===== config.mk =====
export PLATFORM = sky130hd
export DESIGN_NAME = exec_task_scheduler
export DESIGN_NICKNAME = d
export VERILOG_FILES = /design/src/rtl/exec_task_scheduler.sv
export SDC_FILE = /design/constraint.sdc
export NUM_CORES = 2
export LEC_CHECK = 0
export BUFFER_PORTS_ARGS = -buffer_cell sky130_fd_sc_hd__buf_2
export CELL_PAD_IN_SITES_DETAIL_PLACEMENT = 1
export CELL_PAD_IN_SITES_GLOBAL_PLACEMENT = 1
export CORE_MARGIN = 4
export CORE_UTILIZATION = 40
export DETAILED_ROUTE_END_ITERATION = 6
export GPL_ROUTABILITY_DRIVEN = 0
export PLACE_DENSITY_LB_ADDON = 0.1
export SLEW_MARGIN = 40
export SYNTH_ARGS = -nofsm -noshare
export SYNTH_HDL_FRONTEND = slang
export SYNTH_SLANG_ARGS = --single-unit

===== constraint.sdc =====
create_clock -name clk -period 3.35 [get_ports clk]
set_input_delay 0.67 -clock clk [delete_from_list [all_inputs] [get_ports clk]]
set_output_delay 0.67 -clock clk [all_outputs]
set_load 0.01 [all_outputs]

===== src/rtl/exec_task_scheduler.sv =====
`default_nettype none
// ============================================================================
// exec_task_scheduler -- routes tasks by cluster id into per-cluster FIFOs and
// runs one start/done handshake per cluster. Optional: SCHED_PERF_CNT_EN.
// Revision: 1.0
// ============================================================================
module exec_task_scheduler #(
   parameter int CLUSTER_NUM    = 7,
   parameter int FIFO_DEPTH     = 4,
   parameter int TASK_BW        = 72,
   parameter int TASK_REDUCE_BW = 68
) (
   input  logic                                clk,
   input  logic                                rst_n,
   input  logic                                task_valid,
   output logic                                task_ready,
   input  logic [TASK_BW-1:0]                  task_in,
   output logic [CLUSTER_NUM-1:0]              exec_start,
   output logic [CLUSTER_NUM*TASK_REDUCE_BW-1:0] exec_task,
   input  logic [CLUSTER_NUM-1:0]              exec_done,
   output logic [CLUSTER_NUM-1:0]              cluster_busy,
   output logic                                all_idle,
   output logic                                err_bad_id,
   input  logic                                err_clr
`ifdef SCHED_PERF_CNT_EN
   ,
   output logic [CLUSTER_NUM*16-1:0]           perf_done_cnt,
   input  logic                                perf_clr
`endif
);
   localparam int IDW = TASK_BW - TASK_REDUCE_BW;
   localparam int PW  = $clog2(FIFO_DEPTH);
   localparam int CW  = PW + 1;
   localparam int IDN = 1 << IDW;
   localparam logic [IDW:0] C_NUM = (IDW+1)'(CLUSTER_NUM);

   typedef enum logic [1:0] {
      S_IDLE  = 2'd0,
      S_ISSUE = 2'd1,
      S_BUSY  = 2'd2
   } state_t;

   logic [IDW-1:0]            task_id;
   logic [TASK_REDUCE_BW-1:0] task_body;
   logic                      bad_id;
   logic                      accept;
   logic                      ready_en;
   logic [IDN-1:0]            full_by_id;
   logic [CLUSTER_NUM-1:0]    cl_idle;

   assign task_id    = task_in[TASK_BW-1:TASK_REDUCE_BW];
   assign task_body  = task_in[TASK_REDUCE_BW-1:0];
   assign bad_id     = ({1'b0, task_id} >= C_NUM);
   // Bad ids are always accepted so they can be dropped and flagged.
   assign task_ready = ready_en & (bad_id | ~full_by_id[task_id]);
   assign accept     = task_valid & task_ready;

   always_ff @(posedge clk or negedge rst_n) begin
      if (!rst_n) begin
         ready_en   <= 1'b0;
         all_idle   <= 1'b1;
         err_bad_id <= 1'b0;
      end else begin
         ready_en <= 1'b1;
         all_idle <= &cl_idle;
         if (accept && bad_id)
            err_bad_id <= 1'b1;
         else if (err_clr)
            err_bad_id <= 1'b0;
      end
   end

   for (genvar j = CLUSTER_NUM; j < IDN; j++) begin : g_pad
      assign full_by_id[j] = 1'b0;
   end

   for (genvar i = 0; i < CLUSTER_NUM; i++) begin : g_cluster
      state_t                    state, state_nxt;
      logic [PW-1:0]             wr_ptr, rd_ptr;
      logic [CW-1:0]             count;
      logic [TASK_REDUCE_BW-1:0] mem [FIFO_DEPTH];
      logic [TASK_REDUCE_BW-1:0] task_q;
      logic                      armed;
      logic                      push, pop, done_acc;

      assign push     = accept & ~bad_id & (task_id == IDW'(i));
      // armed is a registered "idle with work queued" view, giving the
      // two-edge gap from push or done to the start pulse.
      assign pop      = (state == S_IDLE) & armed;
      assign done_acc = (state == S_BUSY) & exec_done[i];

      assign full_by_id[i]   = (count == CW'(FIFO_DEPTH));
      assign cl_idle[i]      = (count == '0) & (state == S_IDLE);
      assign exec_start[i]   = (state == S_ISSUE);
      assign cluster_busy[i] = (state != S_IDLE);
      assign exec_task[i*TASK_REDUCE_BW +: TASK_REDUCE_BW] = task_q;

      always_comb begin
         state_nxt = state;
         case (state)
            S_IDLE:  if (pop) state_nxt = S_ISSUE;
            S_ISSUE: state_nxt = S_BUSY;
            S_BUSY:  if (exec_done[i]) state_nxt = S_IDLE;
            default: state_nxt = S_IDLE;
         endcase
      end

      always_ff @(posedge clk or negedge rst_n) begin
         if (!rst_n) begin
            state  <= S_IDLE;
            wr_ptr <= '0;
            rd_ptr <= '0;
            count  <= '0;
            armed  <= 1'b0;
            task_q <= '0;
         end else begin
            state <= state_nxt;
            armed <= (state == S_IDLE) & (count != '0);
            if (push) wr_ptr <= wr_ptr + 1'b1;
            if (pop) begin
               rd_ptr <= rd_ptr + 1'b1;
               task_q <= mem[rd_ptr];
            end
            if (push && !pop)
               count <= count + 1'b1;
            else if (pop && !push)
               count <= count - 1'b1;
         end
      end

      always_ff @(posedge clk) begin
         if (push) mem[wr_ptr] <= task_body;
      end

`ifdef SCHED_PERF_CNT_EN
      logic [15:0] perf_cnt;

      always_ff @(posedge clk or negedge rst_n) begin
         if (!rst_n)
            perf_cnt <= '0;
         else if (perf_clr)
            perf_cnt <= '0;
         else if (done_acc && perf_cnt != 16'hFFFF)
            perf_cnt <= perf_cnt + 16'd1;
      end

      assign perf_done_cnt[i*16 +: 16] = perf_cnt;
`else
      logic unused_done_acc;
      assign unused_done_acc = done_acc;
`endif
   end

endmodule
`default_nettype wire


==> key figures <==
Run status
  – Status: complete, no violations

Pwr
  – Total power draw: 96.3 mW
  – VDD IR-drop max: 671 uV
  – Power Dens Cells: 903 nW/um^2
  – Static Leak: 36.9 nW

Cells and area
  – Layout cell share with drive strength beyond 1: 0.432
  – Layout Nets: 4798
  – Fin util: 0.479
  – Syn-to-layout area delta: 18.7%
  – Cell area after layout: 107000 sq um

Critical path
  – Crit-path max cell delay: 0.44 ns
  – Critical path endpoint category: output pin
  – Worst setup SP type: flop
  – Worst path bufs/invs: 1
  – Worst EP arrival: 2.47 ns
  – Slowest CP cell: dfrtp_1
  – Critical path's top delay family: simple AND/OR/NAND/NOR gates
  – CP Cell Sequence: nor3b_1 > o21ai_0 > o31ai_1 > nor2_1 > buf_2
  – Worst-path maximum fanout: 4
  – Worst Path Required: 2.68 ns
  – Setup CP Type: flop to output pin

Synth
  – Distinct cells, synth: 41
  – Mapped Area: 89800 sq um
  – Largest family of logic cells by synthesized area: multiplexers
  – Mean post-synth cell area: 23.3 sq um
  – Synth Instances: 3848
  – Xor-xnor portion of the synthesized cell area: 0.00410
  – Synth Area in Simple Gates: 0.00674
  – Post-synthesis mux area share: 0.181
  – Synth Net Count: 3973
  – Compound-gate portion of the synthesized area: 0.00185
  – Flop and latch count out of synthesis: 2453
  – Yosys Warn Count: 0
  – Register area share after synthesis: 0.790
  – Adder-Cell Fraction of Synth Area: 0.00644

Timing
  – Final hold vios: 0
  – Max Fclk: 0.318 GHz
  – Layout Skew: 0.0794 ns
  – Least-Margin Pin Slew: 0.867 ns
  – Tcrit/Tclk final: 0.938
  – Max-slew violations: 0
  – Relative slew slack: 0.422
  – Final setup violating endpoints: 0
  – Setup TNS: 0 ns
  – Post-layout min period: 3.14 ns
  – Unrepaired setup endpoints after global routing: no

Drt
  – Routed len/inst: 32.5 microns
  – DRC viols: 0
  – DRT Pass-1 Iters: 5
  – Vias post-DR: 42500
  – Initial DRC count: 3833
  – Final ANT Viol Nets: 0
  – Vias per cell: 5.40
  – Total Wirelength: 256000 microns

GRT
  – Initial antenna violation count: 40
  – Largest net degree at the start of global routing: 71
  – GRT overflow: 0
  – Global-route wire length before repair: 358000 microns
  – Gr usage total: 0.220
  – Vias in the first global route: 44600

Clock network
  – Worst-Skew Late Latency: 0.94 ns
  – CTS Buf Count: 283
  – Worst-case clock buffer depth: 4
  – Reg clk slew, reported paths: 0.06 ns
  – Cell at the root of the clock tree: clkbuf_16
  – Clk sinks: 2453
  – H-tree depth: 5
  – Post-CTS Setup Bufs: 0
  – CTS tree: done

Placement
  – Post-DP Area: 97800 sq um
  – Port Buffers: 575
  – Dpl hpwl: 164000 microns

Die
  – Chip width: 482 microns
  – Io pins: 576
  – Die ar.: 232000 sq um
  – Core area: 223000 sq um
  – Starting Density: 0.403
  – Site Rows: 173
  – Die Y: 482 microns

Flow run
  – Max-cap viol count: 0

Worst hold path
  – Min-delay worst type: primary input to flop
## tightest hold or removal path, cell delays in order
cell    delay [ns]
buf_2         0.08
nor2_1        0.03
a21o_1        0.16
## sequential cells by signal (all words and copies together), names as in the netlist, 7 cells and up
register / flops
g_cluster.task_q: 476
g_cluster.state: 14
g_cluster.count: 21
g_cluster.rd_ptr: 14
g_cluster.armed: 7
g_cluster.mem: 1904
g_cluster.wr_ptr: 14
## cells in the mapped netlist
| cell type | n | share of area |
|---|---|---|
| o31ai_1 | 1 | 0.000084 |
| nor3_1 | 8 | 0.00045 |
| nor4_1 | 1 | 0.000070 |
| buf_4 | 7 | 0.00059 |
| mux2_2 | 489 | 0.061 |
| dfrtp_1 | 548 | 0.15 |
| nand2_1 | 9 | 0.00038 |
| nor3_2 | 2 | 0.00022 |
| mux4_2 | 476 | 0.12 |
| a31oi_1 | 1 | 0.000070 |
| nor2_1 | 33 | 0.0014 |
| a21oi_1 | 1 | 0.000056 |
| nand2b_1 | 2 | 0.00014 |
| clkbuf_1 | 97 | 0.0041 |
| nand3_1 | 3 | 0.00017 |
| a2111oi_4 | 2 | 0.00061 |
| nor4b_1 | 2 | 0.00020 |
| edfxtp_1 | 1904 | 0.64 |
| inv_1 | 37 | 0.0015 |
| a21o_1 | 6 | 0.00050 |
| nand4_1 | 2 | 0.00014 |
| and2_1 | 35 | 0.0024 |
| a211oi_1 | 2 | 0.00017 |
| nand3b_1 | 1 | 0.000084 |
| or3_4 | 1 | 0.00013 |
| mux2_4 | 1 | 0.00017 |
| or2_2 | 1 | 0.000070 |
| xnor2_1 | 28 | 0.0027 |
| conb_1 | 1 | 0.000042 |
| o22ai_1 | 1 | 0.000070 |
| fa_1 | 7 | 0.0016 |
| o21ai_0 | 1 | 0.000056 |
| buf_2 | 72 | 0.0040 |
| nor2b_1 | 8 | 0.00056 |
| buf_1 | 2 | 0.000084 |
| a211oi_2 | 1 | 0.00014 |
| ha_1 | 35 | 0.0049 |
| xor2_1 | 14 | 0.0014 |
| nor3b_1 | 4 | 0.00033 |
| dfstp_2 | 1 | 0.00029 |
| a2111oi_0 | 1 | 0.000098 |
## report_power, final
| part | total (mW) | internal [mW] | switching [mW] |
|---|---|---|---|
| registers | 40.8 | 36.6 | 4.14 |
| logic | 26.2 | 12.7 | 13.6 |
| clock network | 29.3 | 17.4 | 11.9 |
## cell type report
| class | instances | area, sq um |
|---|---|---|
| Fill cell | 19900 | 116000 |
| Sequential cell | 2453 | 71000 |
| Multi-Input combinational cell | 1180 | 18100 |
| Clock buffer | 415 | 8050 |
| Timing Repair Buffer | 718 | 5000 |
| Tap cell | 2975 | 3720 |
| Clock inverter | 83 | 666 |
| Inverter | 37 | 139 |
| Antenna cell | 5 | 12.5 |
## placed cells by master (no fill, tap or decap), drive strengths merged, types with 8 or more instances in the layout
cell,count
xnor2,28
bufinv,10
mux4,476
buf,712
nor2,33
clkinv,63
nand2,9
xor2,14
clkbuf,415
ha,35
and2,35
inv,46
edfxtp,1904
mux2,490
nor3,10
dfrtp,548
nor2b,8
## through the flow
stage	instances	setup WS (ns)	hold slack, ns
4_1_cts	7861	0.00129	0.0317
2_1_floorplan	3848	0.382	0.374
5_1_grt	7862	0.00338	0.0695
3_5_place_dp	7357	0.441	0.480
6_report	7866	0.208	0.109
3_3_place_gp	7357	0.444	0.477
## path summary, 6_finish.rpt
| path | from | to | slack, ns | depth (start not counted) |
|---|---|---|---|---|
| worst max-delay path | g_cluster[2].count[0] | task_ready | 0.21 | 5 |
| worst min-delay path | exec_done[5] | g_cluster[5].state[1] | 0.11 | 3 |
| worst max register to register | ready_en | g_cluster[4].mem[2][48] | 0.90 | 6 |
| worst min register to register | g_cluster[5].count[2] | g_cluster[5].count[2] | 0.49 | 1 |
| max in group asynchronous | rst_n | g_cluster[5].task_q[34] | 1.90 | 4 |
| min in group asynchronous | rst_n | g_cluster[3].task_q[19] | 0.39 | 2 |
## repair_timing
action | 4_1_cts | 5_1_grt
endpoints found under the setup margin | 0 | 1
hold buffers | 6 | 0
gates resized for setup | 0 | 2
hold endpoints to repair | 37 | 0
## per-layer routing
layer,up-vias,share of wire,global-route usage
li1,17300,-,-
met1,23500,0.43,0.313
met2,1347,0.48,0.348
met3,336,0.064,0.0472
met4,12,0.024,0.0561
met5,-,0.00032,0
## kinds of logic (layout without fill, tap and decap cells)
| logic type | Yosys count | in the layout |
|---|---|---|
| flip-flops | 2453 | 2453 |
| multiplexers | 966 | 966 |
| buffers and inverters | 215 | 1253 |
| AND/OR/NAND/NOR | 112 | 112 |
| adder cells (fa/ha/maj) | 42 | 42 |
| XOR/XNOR | 42 | 42 |
| AO/OA/AOI/OAI | 17 | 17 |
| other | 1 | 6 |
Note: power is estimated with default switching activity, not from simulation.
